## src/rtl/md_k2h_packer_pkg.sv

```systemverilog
// Shared constants and types for the kernel-to-host record packer.
package md_k2h_packer_pkg;

   // One MD particle record is 24 bytes; two of them fit in a 512-bit beat.
   localparam int REC_BYTES     = 24;
   localparam int RECS_PER_BEAT = 2;

   // Byte enables for a beat carrying one or two records (low bytes first).
   localparam logic [63:0] KEEP_ONE_REC = 64'((65'd1 << REC_BYTES) - 65'd1);
   localparam logic [63:0] KEEP_TWO_REC = 64'((65'd1 << (REC_BYTES * RECS_PER_BEAT)) - 65'd1);

   // Accumulator state: EMPTY holds nothing, HALF holds one record in slot 0.
   typedef enum logic {
      EMPTY = 1'b0,
      HALF  = 1'b1
   } acc_state_e;

endpackage

```

## src/rtl/md_k2h_packer_if.sv

```systemverilog
// AXI-Stream bundle used for the packed kernel-to-host output.
interface md_k2h_packer_if #(
   parameter int DATA_W = 512,
   parameter int DEST_W = 16
) ();

   logic [DATA_W-1:0]   tdata;
   logic [DATA_W/8-1:0] tkeep;
   logic                tvalid;
   logic                tlast;
   logic [DEST_W-1:0]   tdest;
   logic                tready;

   modport master (
      output tdata, tkeep, tvalid, tlast, tdest,
      input  tready
   );

   modport slave (
      input  tdata, tkeep, tvalid, tlast, tdest,
      output tready
   );

endinterface

```

## src/rtl/md_k2h_packer_out_reg.sv

```systemverilog
// Output holding register: keeps a beat stable until the sink takes it.
module md_axis_out_reg #(
   parameter int DATA_W = 512,
   parameter int DEST_W = 16
) (
   input  logic                ap_clk,
   input  logic                ap_rst_n,
   input  logic                clear,
   input  logic                load,
   input  logic [DATA_W-1:0]   load_data,
   input  logic [DATA_W/8-1:0] load_keep,
   input  logic                load_last,
   input  logic [DEST_W-1:0]   load_dest,
   md_k2h_packer_if.master     m_axis
);

   // Load a new beat, drop it on clear, or retire it once the sink accepts it.
   always_ff @(posedge ap_clk or negedge ap_rst_n) begin
      if (!ap_rst_n) begin
         m_axis.tvalid <= 1'b0;
         m_axis.tlast  <= 1'b0;
         m_axis.tdata  <= '0;
         m_axis.tkeep  <= '0;
         m_axis.tdest  <= '0;
      end else if (clear) begin
         m_axis.tvalid <= 1'b0;
         m_axis.tlast  <= 1'b0;
         m_axis.tdata  <= '0;
         m_axis.tkeep  <= '0;
         m_axis.tdest  <= '0;
      end else if (load) begin
         m_axis.tvalid <= 1'b1;
         m_axis.tlast  <= load_last;
         m_axis.tdata  <= load_data;
         m_axis.tkeep  <= load_keep;
         m_axis.tdest  <= load_dest;
      end else if (m_axis.tvalid && m_axis.tready) begin
         m_axis.tvalid <= 1'b0;
      end
   end

endmodule

```

## src/rtl/md_k2h_packer.sv

```systemverilog
// Packs 192-bit MD particle records two per AXI-Stream beat toward the host.
module md_k2h_packer
   import md_k2h_packer_pkg::*;
#(
   parameter int AXIS_TDATA_WIDTH      = 512,
   parameter int STREAMING_TDEST_WIDTH = 16,
   parameter int REC_WIDTH             = 192
) (
   input  logic                             ap_clk,
   input  logic                             ap_rst_n,
   input  logic [REC_WIDTH-1:0]             s_rec_data,
   input  logic                             s_rec_valid,
   input  logic                             s_rec_last,
   output logic                             s_rec_ready,
   input  logic [STREAMING_TDEST_WIDTH-1:0] cfg_dest,
   input  logic [15:0]                      cfg_beats_per_pkt,
   input  logic                             soft_clear,
   md_k2h_packer_if.master                  m_axis_k2h,
   output logic [31:0]                      pkt_count,
   output logic [31:0]                      rec_count
);

   localparam int KEEP_W = AXIS_TDATA_WIDTH / 8;

   acc_state_e                       state_q;
   acc_state_e                       state_d;
   logic [REC_WIDTH-1:0]             slot0_q;
   logic [15:0]                      beat_idx_q;
   logic [STREAMING_TDEST_WIDTH-1:0] dest_q;

   logic                             rec_fire;
   logic                             hold_rec;
   logic                             beat_load;
   logic                             beat_last;
   logic [AXIS_TDATA_WIDTH-1:0]      beat_data;
   logic [KEEP_W-1:0]                beat_keep;
   logic [STREAMING_TDEST_WIDTH-1:0] beat_dest;

   // A record can only enter when the output register is free or draining this cycle.
   assign s_rec_ready = (!m_axis_k2h.tvalid | m_axis_k2h.tready) & !soft_clear;
   assign rec_fire    = s_rec_valid & s_rec_ready;

   // A beat closes its packet on the step's last record or when the configured length is reached;
   // the >= comparison lets a shortened length take effect mid-packet.
   assign beat_last = s_rec_last |
                      ((cfg_beats_per_pkt != 16'd0) && (beat_idx_q >= (cfg_beats_per_pkt - 16'd1)));

   // The first beat of a packet takes the live cfg_dest; later beats reuse the latched copy.
   assign beat_dest = (beat_idx_q == 16'd0) ? cfg_dest : dest_q;

   // Accumulator next state and beat assembly.
   always_comb begin
      state_d   = state_q;
      hold_rec  = 1'b0;
      beat_load = 1'b0;
      beat_data = '0;
      beat_keep = '0;
      case (state_q)
         EMPTY: begin
            if (rec_fire) begin
               if (s_rec_last) begin
                  beat_load                  = 1'b1;
                  beat_data[REC_WIDTH-1:0]   = s_rec_data;
                  beat_keep                  = KEEP_W'(KEEP_ONE_REC);
               end else begin
                  hold_rec = 1'b1;
                  state_d  = HALF;
               end
            end
         end
         HALF: begin
            if (rec_fire) begin
               beat_load                             = 1'b1;
               beat_data[REC_WIDTH-1:0]              = slot0_q;
               beat_data[2*REC_WIDTH-1:REC_WIDTH]    = s_rec_data;
               beat_keep                             = KEEP_W'(KEEP_TWO_REC);
               state_d                               = EMPTY;
            end
         end
         default: state_d = EMPTY;
      endcase
   end

   // Accumulator state, held record, beat index and latched destination.
   always_ff @(posedge ap_clk or negedge ap_rst_n) begin
      if (!ap_rst_n) begin
         state_q    <= EMPTY;
         slot0_q    <= '0;
         beat_idx_q <= 16'd0;
         dest_q     <= '0;
      end else if (soft_clear) begin
         state_q    <= EMPTY;
         slot0_q    <= '0;
         beat_idx_q <= 16'd0;
         dest_q     <= '0;
      end else begin
         state_q <= state_d;
         if (hold_rec) begin
            slot0_q <= s_rec_data;
         end
         if (beat_load) begin
            beat_idx_q <= beat_last ? 16'd0 : (beat_idx_q + 16'd1);
            if (beat_idx_q == 16'd0) begin
               dest_q <= cfg_dest;
            end
         end
      end
   end

   // Packet and record statistics, flushed by soft_clear.
   always_ff @(posedge ap_clk or negedge ap_rst_n) begin
      if (!ap_rst_n) begin
         pkt_count <= 32'd0;
         rec_count <= 32'd0;
      end else if (soft_clear) begin
         pkt_count <= 32'd0;
         rec_count <= 32'd0;
      end else begin
         if (m_axis_k2h.tvalid && m_axis_k2h.tready && m_axis_k2h.tlast) begin
            pkt_count <= pkt_count + 32'd1;
         end
         if (rec_fire) begin
            rec_count <= rec_count + 32'd1;
         end
      end
   end

   md_axis_out_reg #(
      .DATA_W (AXIS_TDATA_WIDTH),
      .DEST_W (STREAMING_TDEST_WIDTH)
   ) u_out_reg (
      .ap_clk    (ap_clk),
      .ap_rst_n  (ap_rst_n),
      .clear     (soft_clear),
      .load      (beat_load),
      .load_data (beat_data),
      .load_keep (beat_keep),
      .load_last (beat_last),
      .load_dest (beat_dest),
      .m_axis    (m_axis_k2h)
   );

endmodule

```

## src/flat_wrapper.sv

```systemverilog
// flat-port wrapper written by rule: the top's interface ports become plain ports
module md_k2h_packer_flat import md_k2h_packer_pkg::*;
#(
   parameter int AXIS_TDATA_WIDTH      = 512,
   parameter int STREAMING_TDEST_WIDTH = 16,
   parameter int REC_WIDTH             = 192
)
  (ap_clk, ap_rst_n, s_rec_data, s_rec_valid, s_rec_last, s_rec_ready, cfg_dest, cfg_beats_per_pkt, soft_clear, pkt_count, rec_count, m_axis_k2h_tdata, m_axis_k2h_tkeep, m_axis_k2h_tvalid, m_axis_k2h_tlast, m_axis_k2h_tdest, m_axis_k2h_tready);
  md_k2h_packer_if #(.DATA_W(512), .DEST_W(16)) m_axis_k2h_i ();
  input  logic ap_clk;
  input  logic ap_rst_n;
  input  logic [REC_WIDTH-1:0] s_rec_data;
  input  logic s_rec_valid;
  input  logic s_rec_last;
  output logic s_rec_ready;
  input  logic [STREAMING_TDEST_WIDTH-1:0] cfg_dest;
  input  logic [15:0] cfg_beats_per_pkt;
  input  logic soft_clear;
  output logic [31:0] pkt_count;
  output logic [31:0] rec_count;
  output wire logic [$bits(m_axis_k2h_i.tdata)-1:0] m_axis_k2h_tdata;
  output wire logic [$bits(m_axis_k2h_i.tkeep)-1:0] m_axis_k2h_tkeep;
  output wire logic [$bits(m_axis_k2h_i.tvalid)-1:0] m_axis_k2h_tvalid;
  output wire logic [$bits(m_axis_k2h_i.tlast)-1:0] m_axis_k2h_tlast;
  output wire logic [$bits(m_axis_k2h_i.tdest)-1:0] m_axis_k2h_tdest;
  input wire logic [$bits(m_axis_k2h_i.tready)-1:0] m_axis_k2h_tready;
  assign m_axis_k2h_tdata = m_axis_k2h_i.tdata;
  assign m_axis_k2h_tkeep = m_axis_k2h_i.tkeep;
  assign m_axis_k2h_tvalid = m_axis_k2h_i.tvalid;
  assign m_axis_k2h_tlast = m_axis_k2h_i.tlast;
  assign m_axis_k2h_tdest = m_axis_k2h_i.tdest;
  assign m_axis_k2h_i.tready = m_axis_k2h_tready;
  md_k2h_packer #(.AXIS_TDATA_WIDTH(AXIS_TDATA_WIDTH), .STREAMING_TDEST_WIDTH(STREAMING_TDEST_WIDTH), .REC_WIDTH(REC_WIDTH)) u_core (.ap_clk(ap_clk), .ap_rst_n(ap_rst_n), .s_rec_data(s_rec_data), .s_rec_valid(s_rec_valid), .s_rec_last(s_rec_last), .s_rec_ready(s_rec_ready), .cfg_dest(cfg_dest), .cfg_beats_per_pkt(cfg_beats_per_pkt), .soft_clear(soft_clear), .m_axis_k2h(m_axis_k2h_i), .pkt_count(pkt_count), .rec_count(rec_count));
endmodule
```

## config.mk

```make
export PLATFORM = sky130hd
export DESIGN_NAME = md_k2h_packer_flat
export DESIGN_NICKNAME = d
export VERILOG_FILES = /design/src/rtl/md_k2h_packer_pkg.sv /design/src/rtl/md_k2h_packer_if.sv /design/src/rtl/md_k2h_packer_out_reg.sv /design/src/rtl/md_k2h_packer.sv /design/src/flat_wrapper.sv
export SDC_FILE = /design/constraint.sdc
export NUM_CORES = 1
export LEC_CHECK = 0
export ABC_AREA = 1
export CAP_MARGIN = 20
export CORE_AREA = 2 2 349 351
export DETAILED_ROUTE_END_ITERATION = 8
export DIE_AREA = 0 0 351 353
export GPL_TIMING_DRIVEN = 0
export HOLD_SLACK_MARGIN = 0.05
export PLACE_DENSITY_LB_ADDON = 0.1
export SLEW_MARGIN = 0
export SYNTH_ARGS = -nofsm -noshare
export SYNTH_HDL_FRONTEND = slang
export SYNTH_SLANG_ARGS = --single-unit
```

## constraint.sdc

```tcl
create_clock -name ap_clk -period 2.63 [get_ports ap_clk]
set_clock_uncertainty 0.1 [all_clocks]
set_input_delay 0.526 -clock ap_clk [delete_from_list [all_inputs] [get_ports ap_clk]]
set_output_delay 0.526 -clock ap_clk [all_outputs]
set_load 0.02 [all_outputs]
```

==> flow_summary.json, run 1 <==
{
  "outcome": "complete, no violations",
  "fmax_ghz": 0.3910,
  "fin_crit_sh": 0.9724,
  "synthTopCellsByArea": "dfrtp_1 (56%), nand2_1 (12%), a22oi_1 (4.8%)",
  "reg2regPathDepth": 10,
  "grt_pass1_vias": 27057,
  "crit_type": "reg2out",
  "fill_cells": 12542,
  "r2r-end": "u_core.u_out_reg.m_axis.tdata[278]",
  "dr_total_vias": 27089,
  "drive_gt1_frac": 0.1147,
  "ys_seq_elements": 677,
  "ys_types": 39,
  "die_h_um": 353,
  "grt_max_degree": 105,
  "antenna_found_initial": 40,
  "crit_arrival_ps": 1930,
  "syn_to_final_growth_pct": 44.77,
  "drtPass1Iterations": 5,
  "final_nets": 4663,
  "worstPathCellList": "buf_12, buf_4, clkdlybuf4s50_1",
  "overflow": 0,
  "crit_path_start_kind": "flop",
  "max_stage_delay_ps": 530,
  "fin_crit_ps": 2557,
  "hold_viol_final": 0,
  "slew_viol_final": 0,
  "cellPowerDensity_mw_per_mm2": 612.5,
  "ff2ff_setup_slack_ps": 200,
  "yosysTopAreaCellShare": 0.5643,
  "die_width_um": 351,
  "netlist_instances": 3415,
  "tightest_slew_ps": 868.0,
  "yosys_warnings": 0,
  "drt_wl_total_um": 128900,
  "drv_cap": 0,
  "cp.buffers_inverters": 3,
  "dp_cells": 5937,
  "slowest_stage": "clkdlybuf4s50_1",
  "path_clk_slew_ps": 60,
  "cts_buffers": 85,
  "top_level_ports": 889,
  "drt-vias-per-instance": 4.428,
  "initial_core_util": 0.2490,
  "rsz0062_at_grt": "yes",
  "peakVddDrop_v": 0.0004326,
  "clock_sinks": 677,
  "drt_iter0_markers": 1671,
  "avgRoutedWirePerCell_um": 21.07,
  "finalNonFillerCells": 6117,
  "yosysTopAreaCell": "dfrtp_1",
  "grt_pass1_wl_um": 187200,
  "ctsRootBufferMaster": "clkbuf_16",
  "worst-path-max-fanout": 13,
  "core.rowCount": 128,
  "ant_nets": 0,
  "required_ps": 2000,
  "cts_max_level": 3,
  "hp-class": "in2async",
  "place.gp.congestion": 0.8625,
  "synth_area_mm2": 0.03002,
  "clk_latency_ps": 660,
  "cts_tree": "done",
  "crit_family": "buffers and inverters",
  "grtUsageTotal": 0.2036,
  "hpwl_um": 95840,
  "core_area_mm2": 0.1206,
  "r2r_start": "u_core.u_out_reg.m_axis.tvalid",
  "cp-end-kind": "output port",
  "clk_path_buf_depth": 3,
  "syn_area_per_cell_um2": 8.792,
  "synth_seq_area_share": 0.5643,
  "final-setup-viol-count": 0,
  "port_buffers": 744,
  "leakage_nw": 20.19,
  "slew_headroom": 0.4213,
  "drc": 0,
  "die_area_mm2": 0.1239,
  "utilization": 0.3604
}
cells in the mapped netlist, drive strengths merged:
library cell  instances
nand3b                3
dfrtp               677
xnor2                 5
nor3b                 2
a22oi               192
xor2                 12
o21a                  2
clkinv                2
nor2b                 1
nor3                 45
o21ai               257
nor4                  2
buf                 303
nor2                321
inv                 143
conb                  1
o22ai                 2
nand3                78
o21bai                3
nand4                25
nand2               998
a32o                  1
and3                  1
clkbuf               74
mux2                  1
a21oi               238
a31oi                 2
ha                   22
o31ai                 2
placed cells by master (no fill, tap or decap), types with 12 or more instances in the layout:
cell type / count
a21oi_1: 236
a22oi_1: 192
buf_2: 85
buf_4: 212
clkbuf_1: 75
clkbuf_16: 88
clkbuf_2: 19
clkbuf_4: 12
clkbuf_8: 19
clkdlybuf4s50_1: 709
clkinv_2: 16
conb_1: 144
dfrtp_1: 675
diode_2: 20
dlygate4sd2_1: 26
ha_1: 20
inv_1: 136
nand2_1: 994
nand3_1: 68
nand4_1: 25
nor2_1: 311
nor3_1: 45
o21ai_0: 222
o21ai_1: 35
xor2_1: 12
per-stage QoR:
stage / instance area [um^2] / worst slack, ps / setup TNS, ps / hold slack (ps) / power [W]
floorplan: 30660 / 11.52 / 0 / 130.4 / 0.01316
detailed placement: 40390 / -1079 / -547740 / 357.2 / 0.01514
global route: 43460 / -14.45 / -38.70 / 314.5 / 0.02777
CTS: 43240 / 1.521 / 0 / 281.5 / 0.02702
finish: 43460 / 72.71 / 0 / 308.3 / 0.02662
global placement: 40140 / -33190 / - / 354.1 / 0.01510
layer usage:
layer | global-route usage | up-vias | wire (um) | part of all wire
met5 | 0 | - | 169 | 0.0013
met4 | 0.07519 | 26 | 3969 | 0.031
met3 | 0.06342 | 176 | 10180 | 0.079
met2 | 0.3322 | 880 | 61350 | 0.48
met1 | 0.2515 | 13085 | 53200 | 0.41
li1 | - | 12922 | - | -
registers in the layout, indices dropped and copies added, names as in the netlist:
register and flops:
u_core.beat_idx_q 16, u_core.dest_q 16, u_core.pkt_count 32, u_core.rec_count 32
u_core.slot0_q 192, u_core.state_q 1, u_core.u_out_reg.m_axis.tdata 384, u_core.u_out_reg.m_axis.tkeep 2
u_core.u_out_reg.m_axis.tlast 1, u_core.u_out_reg.m_axis.tvalid 1
logic make-up after synthesis:
| group | Yosys count | synth area share |
|---|---|---|
| and+or+nand+nor | 1476 | 0.1935 |
| muxes | 1 | 0.0003750 |
| buffers and inverters | 522 | 0.09331 |
| adders and majority gates | 22 | 0.009168 |
| xor gates and xnor gates | 17 | 0.004959 |
| DFF | 677 | 0.5643 |
| other | 1 | 0.0001249 |
| AOI/OAI and AO/OA | 699 | 0.1343 |
final cells by class:
class                   count  area [um^2]  area share
clock buffers             125         2489     0.05726
plain buffers             375         2364     0.05438
diodes                     20        50.05    0.001151
inverters                 145        560.5     0.01290
clock inverters            23        245.2    0.005642
multi-input cells        2359        10980      0.2527
flip-flops and latches    677        16950      0.3899
repair buffers            768         7790      0.1792
well taps                1625         2033     0.04678
worst max path at each step:
stage	start	endpoint	slack [ps]	depth (start not counted)
6_report	u_core.u_out_reg.m_axis.tkeep[23]	m_axis_k2h_tkeep[9]	70	3
5_1_grt	u_core.u_out_reg.m_axis.tvalid	u_core.u_out_reg.m_axis.tdata[377]	-10	12
4_1_cts	u_core.u_out_reg.m_axis.tvalid	u_core.u_out_reg.m_axis.tdata[179]	2	9
3_5_place_dp	s_rec_last	u_core.u_out_reg.m_axis.tdata[132]	-1080	9
3_3_place_gp	ap_rst_n	u_core.u_out_reg.m_axis.tdata[78]	-33190	1
2_1_floorplan	cfg_beats_per_pkt[4]	u_core.beat_idx_q[12]	10	18
power by group:
part	internal [W]	leakage (nW)	switching, W
Sequential	0.0110	8.98	0.000331
Combinational	0.00143	9.86	0.00218
Clock	0.00676	1.35	0.00493
timing repair:
| action | CTS | global route |
|---|---|---|
| endpoints found under the hold margin | 61 | 0 |
| gates resized for setup | 68 | 54 |
| cloned | 0 | 1 |
| pin swaps | 1 | 5 |
| buffers inserted | 7 | 5 |
| hold buffers | 1 | 0 |
| setup endpoints to repair | 607 | 374 |
Power figures use the tool's default switching activity.
==> inputs of run 2 (changes only) <==
--- a/config.mk
+++ b/config.mk
@@ -12,7 +12,7 @@
 export DIE_AREA = 0 0 351 353
 export GPL_TIMING_DRIVEN = 0
 export HOLD_SLACK_MARGIN = 0.05
-export PLACE_DENSITY_LB_ADDON = 0.1
+export PLACE_DENSITY = 0.51
 export SLEW_MARGIN = 0
 export SYNTH_ARGS = -nofsm -noshare
 export SYNTH_HDL_FRONTEND = slang
==> run 2 against run 1 <==
  * Final cell count is essentially flat
  * Worst hold slack lost 25 ps
  * Count of clock-buffer cells in the layout shrank 1
  * Sequential cell count is the same
  * Die area is the same
  * Non-clock buffer count shrank 3
  * Critical path type unchanged
  * Critical endpoint is now m_axis_k2h_tkeep[15]
==> flow_summary.json, run 2 (synthesized netlist as in run 1, its figures left out) <==
{
  "outcome": "complete, no violations",
  "antenna_found_initial": 33,
  "grt_pass1_wl_um": 183600,
  "die_area_mm2": 0.1239,
  "reg.largest.list": "u_core.u_out_reg.m_axis.tdata x384, u_core.slot0_q x192",
  "initial_core_util": 0.2490,
  "leakage_nw": 20.20,
  "slew_viol_final": 0,
  "tightest_slew_ps": 920.9,
  "cellPowerDensity_mw_per_mm2": 605.4,
  "dp_cells": 5934,
  "dr_total_vias": 27413,
  "fill_cells": 12439,
  "drt-vias-per-instance": 4.484,
  "clk_latency_ps": 650,
  "final_nets": 4658,
  "drtPass1Iterations": 5,
  "syn_to_final_growth_pct": 44.47,
  "worst-path-max-fanout": 13,
  "ant_nets": 0,
  "crit_arrival_ps": 1920,
  "max_flop_register": "u_core.u_out_reg.m_axis.tdata",
  "port_buffers": 744,
  "peakVddDrop_v": 0.0004224,
  "slowest_stage": "clkdlybuf4s50_1",
  "grt_max_degree": 113,
  "top_level_ports": 889,
  "finalNonFillerCells": 6113,
  "final_common_cell": "nand2_1",
  "core_area_mm2": 0.1206,
  "final_cell_mix": "nand2_1 (993), clkdlybuf4s50_1 (697), dfrtp_1 (675)",
  "crit_type": "reg2out",
  "crit_path_start_kind": "flop",
  "max_stage_delay_ps": 530,
  "fin_setup_tns_ps": 0,
  "design_area_mm2": 0.04338,
  "fin_crit_ps": 2547,
  "grtUsageTotal": 0.1992,
  "cts_max_level": 3,
  "avgRoutedWirePerCell_um": 20.65,
  "path_clk_slew_ps": 60,
  "drt_iter0_markers": 1880,
  "place.gp.congestion": 0.8706,
  "drt_wl_total_um": 126300,
  "hold_ws_ps": 283.8,
  "core.rowCount": 128,
  "die_h_um": 353,
  "die_width_um": 351,
  "fin_crit_sh": 0.9686,
  "cp-end-kind": "output port",
  "overflow": 0,
  "required_ps": 2000,
  "grt_pass1_vias": 27140,
  "clk_path_buf_depth": 3,
  "clock_sinks": 677,
  "hold_viol_final": 0,
  "drv_cap": 0,
  "utilization": 0.3597,
  "largest_reg_flops": 384,
  "hp-class": "in2async",
  "final-setup-viol-count": 0,
  "worstPathCellList": "buf_12, buf_4, clkdlybuf4s50_1",
  "hpwl_um": 94810,
  "ctsRootBufferMaster": "clkbuf_16",
  "fmax_ghz": 0.3926,
  "drc": 0,
  "slew_headroom": 0.3861,
  "drive_gt1_frac": 0.1144,
  "dpl-instance-area_mm2": 0.04033,
  "cts_tree": "done",
  "cts_buffers": 83
}
[run 2: changes by cell type in the layout (fill, tap and decap cells not counted), moves of 7 or more]
cell             before  now
clkbuf_2             19   26
clkbuf_1             75   68
clkinv_2             16    7
buf_4               212  204
dlygate4sd2_1        26   36
clkdlybuf4s50_1     709  697
[run 2: repair_timing]
| item | in CTS | in global routing |
|---|---|---|
| hold buffers | 1 | 0 |
| endpoints found under the setup margin | 654 | 383 |
| endpoints found under the hold margin | 52 | 0 |
| gates resized for setup | 75 | 72 |
| cloned | 0 | 2 |
| pin swaps | 2 | 8 |
| setup buffers | 6 | 5 |
[run 2: report_power, final]
group          leakage [nW]  internal [W]  total (W)  switching, W
Combinational          9.93       0.00142    0.00360       0.00217
Sequential             8.98        0.0110     0.0113      0.000332
Clock                  1.29       0.00662     0.0113       0.00473
[run 2: final timing paths]
kind                                                   start                                 end  slack (ps)  cells after the start
hold / removal                                      ap_rst_n  u_core.u_out_reg.m_axis.tdata[170]         280                      2
setup reg to reg              u_core.u_out_reg.m_axis.tvalid                 u_core.slot0_q[121]         130                      8
max in group asynchronous                           ap_rst_n  u_core.u_out_reg.m_axis.tdata[254]         280                      5
setup / recovery           u_core.u_out_reg.m_axis.tkeep[23]                m_axis_k2h_tkeep[15]          80                      3
min in group ap_clk                              cfg_dest[8]                    u_core.dest_q[8]         350                      3
hold reg to reg            u_core.u_out_reg.m_axis.tdata[18]   u_core.u_out_reg.m_axis.tdata[18]         370                      2
[run 2: metrics by stage]
stage | setup slack, ps | total power, W
after floorplan | 11.52 | 0.01316
after global placement | -32070 | 0.01506
after detailed placement | -1490 | 0.01510
after CTS | -26.40 | 0.02658
after global routing | -0.7656 | 0.02735
final | 82.67 | 0.02626
[run 2: metal layers]
layer	GRT usage	vias to the layer above	share of wire
li1	-	12916	-
met1	0.2442	13394	0.41
met2	0.3277	910	0.48
met3	0.06015	175	0.081
met4	0.07511	18	0.030
met5	0	-	0.00096
[run 2: area by class of cell]
type	count	area, um^2	area share
sequential	677	16950	0.3907
multi-input combinational	2359	10980	0.2531
timing repair buffer	765	7767	0.1791
clock buffer	124	2444	0.05634
buffer	375	2372	0.05469
tap	1625	2033	0.04687
inverter	145	559.3	0.01289
clock inverter	20	215.2	0.004961
antenna	23	57.56	0.001327
[run 2: critical path, delay by kind of cell, from the launching register on]
kind,cells,cell delay [ps]
buffers and inverters,3,800
DFF,1,480
==> edit: new RTL, settings of run 2 <==
Register the input `cfg_beats_per_pkt` before use, with the module's reset. The logic sees it one clock later. The other inputs are not delayed to match.
--- a/src/rtl/md_k2h_packer.sv
+++ b/src/rtl/md_k2h_packer.sv
@@ -23,4 +23,14 @@
    localparam int KEEP_W = AXIS_TDATA_WIDTH / 8;
 
+   logic [15:0] cfg_beats_per_pkt_q;
+
+   always_ff @(posedge ap_clk or negedge ap_rst_n) begin
+      if (!ap_rst_n) begin
+         cfg_beats_per_pkt_q <= '0;
+      end else begin
+         cfg_beats_per_pkt_q <= cfg_beats_per_pkt;
+      end
+   end
+
    acc_state_e                       state_q;
    acc_state_e                       state_d;
@@ -44,5 +54,5 @@
    // the >= comparison lets a shortened length take effect mid-packet.
    assign beat_last = s_rec_last |
-                      ((cfg_beats_per_pkt != 16'd0) && (beat_idx_q >= (cfg_beats_per_pkt - 16'd1)));
+                      ((cfg_beats_per_pkt_q != 16'd0) && (beat_idx_q >= (cfg_beats_per_pkt_q - 16'd1)));
 
    // The first beat of a packet takes the live cfg_dest; later beats reuse the latched copy.
Function: not settled (the Yosys comparison gave no result); the edit may change what the design does.
==> edit against run 2 <==
The flow now finishes with violations (negative setup slack); critical path depth grew 13; sequential cell count grew 16; setup slack lost 0.22 ns; area after synthesis grew 2.3%; combinational power grew 18%; wire length grew 2.3%; register-to-register slack lost 0.26 ns; power grew 6.0%; cell area grew 2.3%.
==> edit: results (changes against run 2) <==
- Mapped Avg Cell Area: 9.107 um2 (+3.6%)
- Synth unique cells: 41 (+5.1%)
- Detailed Route WL: 129.1 mm (+2.3%)
- Sequential Power Share: 41.9% (-1.2 points)
- First-pass GRT wire length: 187.5 mm (+2.1%)
- Initial antenna violation count: 29 (-12%)
- Synth area leaders: dfrtp_1 (56%), nand2_1 (7.2%), o21ai_0 (6.8%)
- Critical path arrival: 3.26 ns (+1.34 ns)
- Hpwl dp: 95.99 mm (+1.2%)
- Met1 GRT Util: 24.72% (+0.31 points)
- WL met1: 51.68 mm (+1.0%)
- Via/cell ratio: 4.454 (-0.69%)
- Placed cell count: 5894 (-0.67%)
- Worst Path Max Fanout: 5 (-8)
- Part of the Yosys area used for sequential elements: 56.44% (about the same)
- Max stage delay on crit path: 0.40 ns (-0.13 ns)
- Dominant delay contributor by cell family on the critical path: simple AND/OR/NAND/NOR gates
- Final setup margin: -0.1339 ns (-0.2166 ns)
- Final setup viols: 14 (+14)
- Failing checks: negative setup slack
- Clk_lat worst skew: 0.67 ns (+0.02 ns)
- P_clk: 11.9 mW (+5%)
- CTS clk-pin slew, worst paths: 0.06 ns (about the same)
- Sum Neg Setup Slack: -1.388 ns (-1.388 ns)
- DRT iter0 DRCs: 1898 (+0.96%)
- Worst path slowest cell: dfrtp_1
- Pre-CTS setup slack: -1.709 ns (-0.2190 ns)
- DR WL met3: 11.47 mm (+12%)
- M2 GR Usage: 34.34% (+1.6 points)
- DR vias: 27082 (-1.2%)
- Clk pwr share: 42.8% (-0.4 points)
- Max reg flops: 384 (unchanged)
- Net Switching: 7.861 mW (+8.6%)
- Hold crit path type: primary input to flop
- Gpl congestion: 0.8805 (+1.1%)
- Port Buffer Count: 744 (unchanged)
- M3 GR Usage: 6.890% (+0.87 points)
- Vias in the first global route: 27288 (+0.55%)
- Layout cell share with drive strength beyond 1: 12.49% (+1.0 points)
- Area post-placement: 0.04096 mm2 (+1.6%)
- Tightest Pin Transition: 0.8765 ns (-0.04433 ns)
- DR WL met2: 62.84 mm (+3.1%)
- TritonCTS Buffers: 84 (+1.2%)
- Status: finished, violations left
- P_leak: 20.47 nW (+1.3%)
- Total GRT Usage: 20.43% (+0.51 points)
- Top cells by count, synth: dfrtp_1 (693), nand2_1 (593), inv_1 (504)
- Maximum vdd ir drop: 0.0004149 V (-1.8%)
- Nets: 4631 (-0.58%)
edit: cell count changes after synthesis, sizes merged, moves of 170 or more:
cell,change
nand3,+170
a21oi,-184
nand2,-405
a22oi,-191
o221ai,+186
nor2,-215
inv,+363
o21ai,+190
edit: layout make-up:
class | count | area [um2]
fill | 12283 | 76240
sequential | 693 | 17350
multi-input combinational | 1941 | 10000
timing repair buffer | 777 | 7854
clock buffer | 120 | 2447
buffer | 375 | 2362
tap | 1625 | 2033
inverter | 507 | 1909
clock inverter | 32 | 372.9
antenna | 11 | 27.53
edit: logic make-up after synthesis:
kind of cell	after synthesis	share of synthesized area [%]
simple gates	1039	14.43
fa+ha+maj	22	0.8958
compound gates	711	14.14
buf+inv	883	13.38
xor+xnor	25	0.7126
flops	693	56.44
other cells	1	0.01220
edit: timing repair:
action / 4_1_cts / 5_1_grt
gates cloned: 1 / 0
setup endpoints to repair: 508 / 286
pin swaps: 16 / 20
endpoints found under the hold margin: 70 / 0
resized for setup: 131 / 98
hold buffers: 2 / 0
setup buffers: 19 / 3
edit: path summary, 6_finish.rpt:
| check | from | to | slack (ns) | cells past startpoint |
|---|---|---|---|---|
| setup / recovery | u_core.cfg_beats_per_pkt_q[1] | u_core.beat_idx_q[4] | -0.13 | 16 |
| hold / removal | cfg_beats_per_pkt[10] | u_core.cfg_beats_per_pkt_q[10] | 0.20 | 1 |
| setup reg to reg | u_core.cfg_beats_per_pkt_q[1] | u_core.beat_idx_q[4] | -0.13 | 16 |
| hold reg to reg | u_core.slot0_q[188] | u_core.u_out_reg.m_axis.tdata[188] | 0.37 | 2 |
| max in group asynchronous | ap_rst_n | u_core.u_out_reg.m_axis.tdata[144] | 0.27 | 5 |
| min in group asynchronous | ap_rst_n | u_core.dest_q[0] | 0.41 | 3 |
